**src/rtl/pc_ctrl_if.sv**
```systemverilog
// pc_ctrl_if: request/response bundle between the fetch-stage PC controller and its pipeline.
interface pc_ctrl_if #(parameter int WIDTH = 32);
    logic stall, exc, jump, branch_taken, halt, resume, call, ret;
    logic [WIDTH-1:0] jump_target, branch_target, pc, pc_seq;
    logic pc_valid, misalign, ras_underflow;
    modport master (
        output stall, exc, jump, jump_target, branch_taken, branch_target, halt, resume, call, ret,
        input pc, pc_seq, pc_valid, misalign, ras_underflow
    );
    modport slave (
        input stall, exc, jump, jump_target, branch_taken, branch_target, halt, resume, call, ret,
        output pc, pc_seq, pc_valid, misalign, ras_underflow
    );
endinterface

```
**src/rtl/pc_ctrl.sv**
```systemverilog
// pc_ctrl: fetch-stage program counter with boot cycle, stall hold, prioritised redirects and halt FSM.
// Defining PC_RAS_EN adds a RAS_DEPTH-entry circular return-address stack driven by call/ret.
module pc_ctrl #(
    parameter int WIDTH = 32,
    parameter int STEP = 4,
    parameter logic [WIDTH-1:0] RESET_VECTOR = '0,
    parameter logic [WIDTH-1:0] EXC_VECTOR = 'h80,
    parameter int ALIGN_BITS = 2,
    parameter int RAS_DEPTH = 4
) (
    input logic clock,
    input logic reset,
    pc_ctrl_if.slave bus
);
    typedef enum logic [1:0] {BOOT, RUN, HALT} state_t;
    localparam logic [WIDTH-1:0] AMASK = (WIDTH'(1) << ALIGN_BITS) - WIDTH'(1);
    state_t state, state_d;
    logic [WIDTH-1:0] pc_q, pc_d, tgt, ras_top, pc_inc;
    logic valid_q, mis_q, mis_d, unf_d, take, push, pop;
    logic ret_en, call_en, ras_empty;
    assign pc_inc = pc_q + WIDTH'(STEP);
    always_ff @(posedge clock) begin
        if (reset) state <= BOOT;
        else state <= state_d;
    end
    always_comb begin
        state_d = state;
        case (state)
            BOOT: state_d = RUN;
            RUN: state_d = (!bus.exc && !bus.stall && bus.halt) ? HALT : RUN;
            HALT: state_d = (bus.exc || bus.resume) ? RUN : HALT;
            default: state_d = BOOT;
        endcase
    end
    // Redirect selection: exc, then stall/halt hold, then ret, jump, branch, sequential.
    always_comb begin
        pc_d = pc_q;
        mis_d = 1'b0;
        unf_d = 1'b0;
        push = 1'b0;
        pop = 1'b0;
        take = 1'b0;
        tgt = bus.branch_target;
        if (state != BOOT && bus.exc) pc_d = EXC_VECTOR;
        else if (state == RUN && !bus.stall && !bus.halt) begin
            if (ret_en && ras_empty) begin
                pc_d = EXC_VECTOR;
                unf_d = 1'b1;
            end else begin
                take = ret_en || bus.jump || bus.branch_taken;
                tgt = ret_en ? ras_top : bus.jump ? bus.jump_target : bus.branch_target;
                pop = ret_en;
                push = call_en && bus.jump && !ret_en;
                mis_d = take && |(tgt & AMASK);
                pc_d = mis_d ? EXC_VECTOR : take ? tgt : pc_inc;
            end
        end
    end
    always_ff @(posedge clock) begin
        if (reset) begin
            pc_q <= RESET_VECTOR;
            valid_q <= 1'b0;
            mis_q <= 1'b0;
        end else begin
            pc_q <= pc_d;
            valid_q <= state_d == RUN;
            mis_q <= mis_d;
        end
    end
    assign bus.pc = pc_q;
    assign bus.pc_seq = pc_inc;
    assign bus.pc_valid = valid_q;
    assign bus.misalign = mis_q;
`ifdef PC_RAS_EN
    localparam int PW = RAS_DEPTH > 1 ? $clog2(RAS_DEPTH) : 1;
    localparam int CW = $clog2(RAS_DEPTH + 1);
    logic [WIDTH-1:0] ras [RAS_DEPTH];
    logic [PW-1:0] top, top_inc, top_dec;
    logic [CW-1:0] cnt;
    logic unf_q;
    assign ret_en = bus.ret;
    assign call_en = bus.call;
    assign ras_empty = cnt == '0;
    assign ras_top = ras[top];
    assign top_inc = top == PW'(RAS_DEPTH - 1) ? '0 : top + PW'(1);
    assign top_dec = top == '0 ? PW'(RAS_DEPTH - 1) : top - PW'(1);
    // When full, top_inc lands on the oldest entry, so a push overwrites it.
    always_ff @(posedge clock) begin
        if (reset) begin
            top <= '0;
            cnt <= '0;
            unf_q <= 1'b0;
        end else begin
            unf_q <= unf_d;
            if (push) begin
                ras[top_inc] <= pc_inc;
                top <= top_inc;
                cnt <= cnt == CW'(RAS_DEPTH) ? cnt : cnt + CW'(1);
            end else if (pop) begin
                top <= top_dec;
                cnt <= cnt - CW'(1);
            end
        end
    end
    assign bus.ras_underflow = unf_q;
`else
    localparam int unused_depth = RAS_DEPTH;
    logic unused_ras;
    assign unused_ras = bus.call ^ bus.ret ^ push ^ pop ^ unf_d;
    assign ret_en = 1'b0;
    assign call_en = 1'b0;
    assign ras_empty = 1'b1;
    assign ras_top = '0;
    assign bus.ras_underflow = 1'b0;
`endif
endmodule

```
**src/flat_wrapper.sv**
```systemverilog
// flat-port wrapper written by rule: the top's interface ports become plain ports
module pc_ctrl_flat 
#(
    parameter int WIDTH = 32,
    parameter int STEP = 4,
    parameter logic [WIDTH-1:0] RESET_VECTOR = '0,
    parameter logic [WIDTH-1:0] EXC_VECTOR = 'h80,
    parameter int ALIGN_BITS = 2,
    parameter int RAS_DEPTH = 4
)
  (clock, reset, bus_stall, bus_exc, bus_jump, bus_jump_target, bus_branch_taken, bus_branch_target, bus_halt, bus_resume, bus_call, bus_ret, bus_pc, bus_pc_seq, bus_pc_valid, bus_misalign, bus_ras_underflow);
  pc_ctrl_if #(.WIDTH(WIDTH)) bus_i ();
  input logic clock;
  input logic reset;
  input wire logic [$bits(bus_i.stall)-1:0] bus_stall;
  input wire logic [$bits(bus_i.exc)-1:0] bus_exc;
  input wire logic [$bits(bus_i.jump)-1:0] bus_jump;
  input wire logic [$bits(bus_i.jump_target)-1:0] bus_jump_target;
  input wire logic [$bits(bus_i.branch_taken)-1:0] bus_branch_taken;
  input wire logic [$bits(bus_i.branch_target)-1:0] bus_branch_target;
  input wire logic [$bits(bus_i.halt)-1:0] bus_halt;
  input wire logic [$bits(bus_i.resume)-1:0] bus_resume;
  input wire logic [$bits(bus_i.call)-1:0] bus_call;
  input wire logic [$bits(bus_i.ret)-1:0] bus_ret;
  output wire logic [$bits(bus_i.pc)-1:0] bus_pc;
  output wire logic [$bits(bus_i.pc_seq)-1:0] bus_pc_seq;
  output wire logic [$bits(bus_i.pc_valid)-1:0] bus_pc_valid;
  output wire logic [$bits(bus_i.misalign)-1:0] bus_misalign;
  output wire logic [$bits(bus_i.ras_underflow)-1:0] bus_ras_underflow;
  assign bus_i.stall = bus_stall;
  assign bus_i.exc = bus_exc;
  assign bus_i.jump = bus_jump;
  assign bus_i.jump_target = bus_jump_target;
  assign bus_i.branch_taken = bus_branch_taken;
  assign bus_i.branch_target = bus_branch_target;
  assign bus_i.halt = bus_halt;
  assign bus_i.resume = bus_resume;
  assign bus_i.call = bus_call;
  assign bus_i.ret = bus_ret;
  assign bus_pc = bus_i.pc;
  assign bus_pc_seq = bus_i.pc_seq;
  assign bus_pc_valid = bus_i.pc_valid;
  assign bus_misalign = bus_i.misalign;
  assign bus_ras_underflow = bus_i.ras_underflow;
  pc_ctrl #(.WIDTH(WIDTH), .STEP(STEP), .RESET_VECTOR(RESET_VECTOR), .EXC_VECTOR(EXC_VECTOR), .ALIGN_BITS(ALIGN_BITS), .RAS_DEPTH(RAS_DEPTH)) u_core (.clock(clock), .reset(reset), .bus(bus_i));
endmodule
```
**config.mk**
```make
export PLATFORM = sky130hd
export DESIGN_NAME = pc_ctrl_flat
export DESIGN_NICKNAME = d
export VERILOG_FILES = /design/src/rtl/pc_ctrl_if.sv /design/src/rtl/pc_ctrl.sv /design/src/flat_wrapper.sv
export SDC_FILE = /design/constraint.sdc
export NUM_CORES = 1
export LEC_CHECK = 0
export CORE_UTILIZATION = 41
export CTS_BUF_LIST = sky130_fd_sc_hd__clkbuf_16
export CTS_CLUSTER_SIZE = 30
export DETAILED_ROUTE_END_ITERATION = 6
export PLACE_DENSITY = 0.93
export SLEW_MARGIN = 20
export SYNTH_ARGS = -nofsm -noshare
export SYNTH_HDL_FRONTEND = slang
export SYNTH_SLANG_ARGS = --single-unit
```
**constraint.sdc**
```tcl
create_clock -name clock -period 3 [get_ports clock]
set_input_delay 0.45 -clock clock [delete_from_list [all_inputs] [get_ports clock]]
set_output_delay 0.45 -clock clock [all_outputs]
set_load 0.005 [all_outputs]
```
==> impl_metrics.env, run 1 <==
export IMPL_status="complete, but fails checks"
export IMPL_violations="DRC"
export IMPL_ys_warn_count=0
export IMPL_area_growth_pct=63.6
export IMPL_slew_headroom_pct=53.9
export IMPL_path_common_cell="buf_4"
export IMPL_stdcell_area_um2=4500
export IMPL_synth_area_um2=2750
export IMPL_place_congestion=0.968
export IMPL_rows=29
export IMPL_drive_gt1_share_pct=11.8
export IMPL_hpwl_mm=8.09
export IMPL_cp_start_kind="flip-flop"
export IMPL_holdWs_ns=0.493
export IMPL_async_flop_share_pct=0
export IMPL_cts_sinks=36
export IMPL_fillers=519
export IMPL_leakagePower_nw=1.62
export IMPL_pwr_share_comb_pct=22.6
export IMPL_p_sw_uw=343
export IMPL_worst_slew_pin_slew_ns=0.687
export IMPL_path_clk_slew_ns=0.06
export IMPL_grt_use_total_pct=30.6
export IMPL_clock_latency_ns=0.28
export IMPL_p_clk_share_pct=39.0
export IMPL_utilization_pct=70.1
export IMPL_fin_nets=590
export IMPL_ir_worst_vdd_uv=182
export IMPL_powerDensity_nw_per_um2=288
export IMPL_path_max_fanout=7
export IMPL_postPlaceCellArea_um2=4340
export IMPL_antenna_found_initial=0
export IMPL_internal_power_uw=955
export IMPL_critPathMaxStageDelay_ns=0.54
export IMPL_grt_pass1_wl_mm=17.4
export IMPL_maxCapViolations=0
export IMPL_via_per_inst=6.22
export IMPL_synth_cells=369
export IMPL_cp_slowest_cell="clkdlybuf4s50_1"
export IMPL_vias=3691
export IMPL_period_minus_slack_ns=2.92
export IMPL_syn_mean_instance_area_um2=7.45
export IMPL_die_y_um=83.9
export IMPL_synth_cell_type_count=67
export IMPL_io_buffers=137
export IMPL_critPathBufInv=3
export IMPL_antenna_left=0
export IMPL_die_area_um2=7040
export IMPL_fmax_mhz=342
export IMPL_critical_path_top_delay_family="buffers and inverters"
export IMPL_fin_cells=593
export IMPL_grt_overflow=0
export IMPL_maxSlewViolCount=0
export IMPL_cts_buffer_depth=2
export IMPL_die_w_um=83.9
export IMPL_drc_errors=20
export IMPL_p_sw_share_pct=26.4
export IMPL_wirelength_mm=10.9
export IMPL_num_antenna_cells=0
export IMPL_critical_path_required_ns=2.55
export IMPL_pwr_share_seq_pct=38.5
export IMPL_coreArea_um2=6420
export IMPL_finalCritPeriodShare_pct=97.5
export IMPL_yosysSeqAreaShare_pct=26.2
export IMPL_start_util_pct=42.8
export IMPL_hp_class="reg2reg"
export IMPL_drt_wirelength_per_cell_um=18.3
export IMPL_cts_buffers_inserted=5
export IMPL_synth_edf_count=0
export IMPL_rsz0062_at_grt="yes"
export IMPL_crit_path_cell_trace="buf_4 > ha_1 > nand4_1 > nor4_1 > buf_4 > nand3_1 > xnor2_1 > clkdlybuf4s50_1"
export IMPL_postCtsSetupRepairBufs=0
export IMPL_hold_violations=0
export IMPL_dp_cells=585
export IMPL_synth_seq_cells=36
export IMPL_ios=141
export IMPL_synth_ff_type="dfxtp_1"
export IMPL_drtIter0Drc=357
export IMPL_cts_tree="done"
export IMPL_cp_arrival_ns=2.47
export IMPL_first_global_vias=3636
export IMPL_syn_num_nets=444
export IMPL_firstDrtPassIters=7
export IMPL_root_buffer="clkbuf_16"
export IMPL_htree_levels=2
export IMPL_setup_viol=0
export IMPL_critPathCaptureType="output port"
export IMPL_grt_start_max_net_pins=29
export IMPL_cts_hold_buf=0
export IMPL_fin_skew_ns=0.00322
export IMPL_crit_type="reg2out"
[registers in the layout (all words and copies together) (netlist names)]
signal               count
u_core.bus.pc_valid      1
u_core.bus.pc           32
u_core.bus.misalign      1
u_core.state             2
[cell type report]
class,count,area [um^2],share of cell area (%)
inverters,8,30.0,0.667
well taps,77,96.3,2.14
clock inverters,3,13.8,0.306
clock buffers,5,125,2.78
flip-flops and latches,36,723,16.1
repair buffers,170,1620,36.0
multi-input cells,294,1890,42.1
[final timing paths]
path / from / to / slack, ns / depth (start not counted)
hold reg to reg: u_core.bus.pc[1]$_SDFFE_PP0P_ / u_core.bus.pc[1]$_SDFFE_PP0P_ / 0.49 / 1
setup reg to reg: u_core.state[1]$_SDFF_PP0_ / u_core.bus.pc[19]$_SDFFE_PP0P_ / 0.69 / 6
hold / removal: u_core.bus.pc[1]$_SDFFE_PP0P_ / u_core.bus.pc[1]$_SDFFE_PP0P_ / 0.49 / 1
setup / recovery: u_core.bus.pc[2]$_SDFFE_PP0P_ / bus_pc_seq[22] / 0.08 / 8
[routing by layer]
| layer | vias to the layer above | wire length, um | global-route usage, % |
|---|---|---|---|
| met1 | 1704 | 4070 | 35.7 |
| met4 | 0 | 373 | 14.4 |
| met3 | 39 | 1200 | 6.43 |
| li1 | 1681 | - | - |
| met5 | - | 0 | 0 |
| met2 | 267 | 5220 | 53.3 |
[synthesized netlist by cell type, drive strengths merged (3+ instances only)]
master | instances | share of area [%]
xor2 | 5 | 1.6
o22ai | 8 | 1.8
or3 | 3 | 0.68
mux2i | 5 | 1.8
buf | 10 | 2.0
nand2b | 3 | 0.68
inv | 8 | 1.1
nand2 | 36 | 4.9
dfxtp | 36 | 26
nor3 | 12 | 2.2
a211oi | 3 | 1.0
o21a | 3 | 0.82
nand3 | 19 | 3.5
o2111ai | 3 | 0.96
xnor2 | 17 | 5.4
a221oi | 3 | 0.96
and3 | 6 | 1.4
clkbuf | 21 | 3.0
a22oi | 11 | 3.0
a21o | 3 | 0.82
a22o | 9 | 2.9
nor4 | 7 | 2.4
or4 | 3 | 1.1
and4 | 4 | 1.3
nand4 | 15 | 4.0
o21ai | 30 | 5.5
or2 | 3 | 0.68
nor2 | 30 | 4.1
a31oi | 5 | 1.1
a21oi | 13 | 2.4
[cells in the final DEF (no fill, tap or decap), drive strengths merged, types with 4 or more instances in the layout]
| master | instances |
|---|---|
| a21oi | 13 |
| clkdlybuf4s50 | 137 |
| nor2 | 30 |
| nand3 | 19 |
| xor2 | 5 |
| nand4 | 15 |
| nand2 | 36 |
| o21ai | 30 |
| dfxtp | 36 |
| and4 | 4 |
| inv | 8 |
| o22ai | 8 |
| clkbuf | 5 |
| a31oi | 5 |
| nor4 | 7 |
| a22o | 9 |
| buf | 33 |
| a22oi | 11 |
| nor3 | 12 |
| and3 | 6 |
| xnor2 | 17 |
| mux2i | 5 |
[power by group through the flow]
stage	Sequential, mW	Combinational [mW]	Clock [mW]
after floorplan	0.509	0.111	0
after global placement	0.509	0.282	0
after detailed placement	0.509	0.286	0
after CTS	0.499	0.288	0.502
after global routing	0.501	0.313	0.524
final	0.499	0.293	0.505
[timing repair]
action / CTS / global route
setup endpoints to repair: 2 / 6
pin swaps: 0 / 0
gates resized for setup: 1 / 6
[metrics by stage]
stage | setup TNS (ns) | power, mW | setup WS [ns]
2_1_floorplan | 0 | 0.620 | 0.639
3_3_place_gp | 0 | 0.790 | 0.213
3_5_place_dp | 0 | 0.796 | 0.164
4_1_cts | 0 | 1.29 | 0.00824
5_1_grt | -0.0481 | 1.34 | -0.0292
6_report | 0 | 1.30 | 0.0764
[cells by family after synthesis]
kind of cell	synth area share, %
compound gates	29.1
xor+xnor	7.01
fa+ha+maj	0.455
buf+inv	6.05
flops	26.2
mux	1.82
other cells	0.136
simple gates	29.3
Power figures use the tool's default switching activity.
==> run 2: changes to the inputs <==
--- a/config.mk
+++ b/config.mk
@@ -5,11 +5,13 @@
 export SDC_FILE = /design/constraint.sdc
 export NUM_CORES = 1
 export LEC_CHECK = 0
-export CORE_UTILIZATION = 41
+export CORE_UTILIZATION = 50
 export CTS_BUF_LIST = sky130_fd_sc_hd__clkbuf_16
 export CTS_CLUSTER_SIZE = 30
 export DETAILED_ROUTE_END_ITERATION = 6
-export PLACE_DENSITY = 0.93
+export DONT_BUFFER_PORTS = 1
+export PLACE_DENSITY = 0.76
+export SKIP_CTS_REPAIR_TIMING = 1
 export SLEW_MARGIN = 20
 export SYNTH_ARGS = -nofsm -noshare
 export SYNTH_HDL_FRONTEND = slang
==> run 2 against run 1 <==
Compared with the run above: the flow now finishes without violations; register-to-register slack worse by 0.02 ns; count of clock-buffer cells in the layout unchanged; critical path depth down 4; core utilization down 13 points; clock power about the same; combinational power down 52%; via count down 19%; worst hold slack worse by 0.26 ns; clock skew about the same; worst setup slack better by 0.22 ns.
==> impl_metrics.env, run 2 (synthesized netlist as in run 1, its figures left out) <==
export IMPL_status="finished clean"
export IMPL_finalCritPeriodShare_pct=90.1
export IMPL_place_congestion=0.899
export IMPL_firstDrtPassIters=5
export IMPL_maxSlewViolCount=0
export IMPL_setup_viol=0
export IMPL_rsz0062_at_grt="no"
export IMPL_cts_sinks=36
export IMPL_cp_slowest_cell="dfxtp_1"
export IMPL_coreArea_um2=5200
export IMPL_grt_overflow=0
export IMPL_grt_use_total_pct=31.2
export IMPL_start_util_pct=52.8
export IMPL_num_antenna_cells=0
export IMPL_grt_start_max_net_pins=35
export IMPL_fillers=536
export IMPL_wirelength_mm=9.12
export IMPL_drive_gt1_share_pct=10.5
export IMPL_total_power_mw=1.15
export IMPL_antenna_found_initial=0
export IMPL_fmax_mhz=370
export IMPL_die_w_um=76.2
export IMPL_grt_pass1_wl_mm=14.4
export IMPL_multiInputGateArea_um2=1870
export IMPL_rrSetupSlack_ns=0.67
export IMPL_fin_nets=437
export IMPL_vias=2994
export IMPL_ios=141
export IMPL_critPathCaptureType="output port"
export IMPL_rows=26
export IMPL_hpwl_mm=6.68
export IMPL_drc_errors=0
export IMPL_critical_path_required_ns=2.55
export IMPL_crit_path_cell_trace="nand4_1 > or3_1 > nor3_1 > xor2_1"
export IMPL_regArea_um2=721
export IMPL_path_max_fanout=10
export IMPL_cp_arrival_ns=2.25
export IMPL_area_growth_pct=8.05
export IMPL_leakagePower_nw=1.03
export IMPL_root_buffer="clkbuf_16"
export IMPL_ir_worst_vdd_uv=217
export IMPL_largest_register_ff_count=32
export IMPL_cts_buffer_depth=2
export IMPL_slew_headroom_pct=36.5
export IMPL_via_per_inst=6.93
export IMPL_final_cell_mix="36 x nand2_1, 36 x dfxtp_1, 30 x nor2_1, 29 x o21ai_0, 19 x nand3_1"
export IMPL_path_clk_slew_ns=0.06
export IMPL_tns_ns=0
export IMPL_die_area_um2=5800
export IMPL_dp_cells=425
export IMPL_critPathMaxStageDelay_ns=0.55
export IMPL_cts_tree="done"
export IMPL_maxCapViolations=0
export IMPL_cts_buffers_inserted=5
export IMPL_fin_cells=432
export IMPL_hp_class="in2reg"
export IMPL_drtIter0Drc=219
export IMPL_hold_violations=0
export IMPL_crit_type="reg2out"
export IMPL_antenna_left=0
export IMPL_period_minus_slack_ns=2.70
export IMPL_cp_start_kind="flip-flop"
export IMPL_powerDensity_nw_per_um2=387
export IMPL_clock_latency_ns=0.28
export IMPL_drt_wirelength_per_cell_um=21.1
export IMPL_fin_skew_ns=0.00346
export IMPL_die_y_um=76.2
export IMPL_io_buffers=0
export IMPL_worst_slew_pin_slew_ns=0.950
export IMPL_htree_levels=2
export IMPL_first_global_vias=2869
## run 2: cell count changes in the layout (fill, tap and decap cells not counted), moves of 2 or more
cell / before / now
clkdlybuf4s50_1: 137 / 0
buf_4: 33 / 17
dfxtp_1: 34 / 36
dfxtp_2: 2 / 0
nor3_1: 10 / 12
nor3_2: 2 / 0
## run 2: final cells by class
class / count / share of cell area, %
clock buffers: 5 / 4.21
clock inverters: 2 / 0.295
inverters: 8 / 1.01
multi-input cells: 294 / 63.0
flip-flops and latches: 36 / 24.3
well taps: 70 / 2.95
repair buffers: 17 / 4.29
## run 2: stage by stage
step | worst slack, ns | utilization (%) | hold WS [ns] | area [um^2]
global route | 0.196 | 57.1 | 0.231 | 2970
global placement | 0.461 | 54.5 | 0.515 | 2840
detailed placement | 0.447 | 54.5 | 0.520 | 2840
finish | 0.298 | 57.1 | 0.235 | 2970
CTS | 0.146 | 57.0 | 0.234 | 2970
floorplan | 0.639 | - | 0.491 | 2750
## run 2: critical path: cells and delay by family (launching register included)
family           cells  cell delay [ns]
XOR/XNOR             1             0.22
flip-flops           1             0.55
AND/OR/NAND/NOR      3             1.21
## run 2: final timing paths
path | from | endpoint | cells after the start
hold / removal | reset | u_core.state[0]$_SDFF_PP0_ | 1
setup / recovery | u_core.bus.pc[17]$_SDFFE_PP0P_ | bus_pc_seq[26] | 4
hold reg to reg | u_core.bus.pc[0]$_SDFFE_PP0P_ | u_core.bus.pc[0]$_SDFFE_PP0P_ | 1
setup reg to reg | u_core.bus.pc[17]$_SDFFE_PP0P_ | u_core.bus.pc[26]$_SDFFE_PP0P_ | 5
## run 2: power by group
part	total, mW	internal [mW]	switching [mW]	leakage (nW)
clock network	0.507	0.299	0.208	0.0709
logic	0.140	0.0538	0.0861	0.670
registers	0.503	0.488	0.0143	0.292
total	1.15	0.841	0.308	1.03
## run 2: routing by layer
layer | vias up | track usage, % | share of wire [%]
met5 | - | 0 | 0
met3 | 21 | 8.50 | 8.4
li1 | 1380 | - | -
met2 | 172 | 53.0 | 48
met1 | 1421 | 37.1 | 41
met4 | 0 | 12.3 | 2.4
==> run 3: changes to the inputs <==
--- a/config.mk
+++ b/config.mk
@@ -7,7 +7,6 @@
 export LEC_CHECK = 0
 export CORE_UTILIZATION = 50
 export CTS_BUF_LIST = sky130_fd_sc_hd__clkbuf_16
-export CTS_CLUSTER_SIZE = 30
 export DETAILED_ROUTE_END_ITERATION = 6
 export DONT_BUFFER_PORTS = 1
 export PLACE_DENSITY = 0.76
==> results of run 3 <==
Final layout, timing and power as in run 2 (identical DEF).
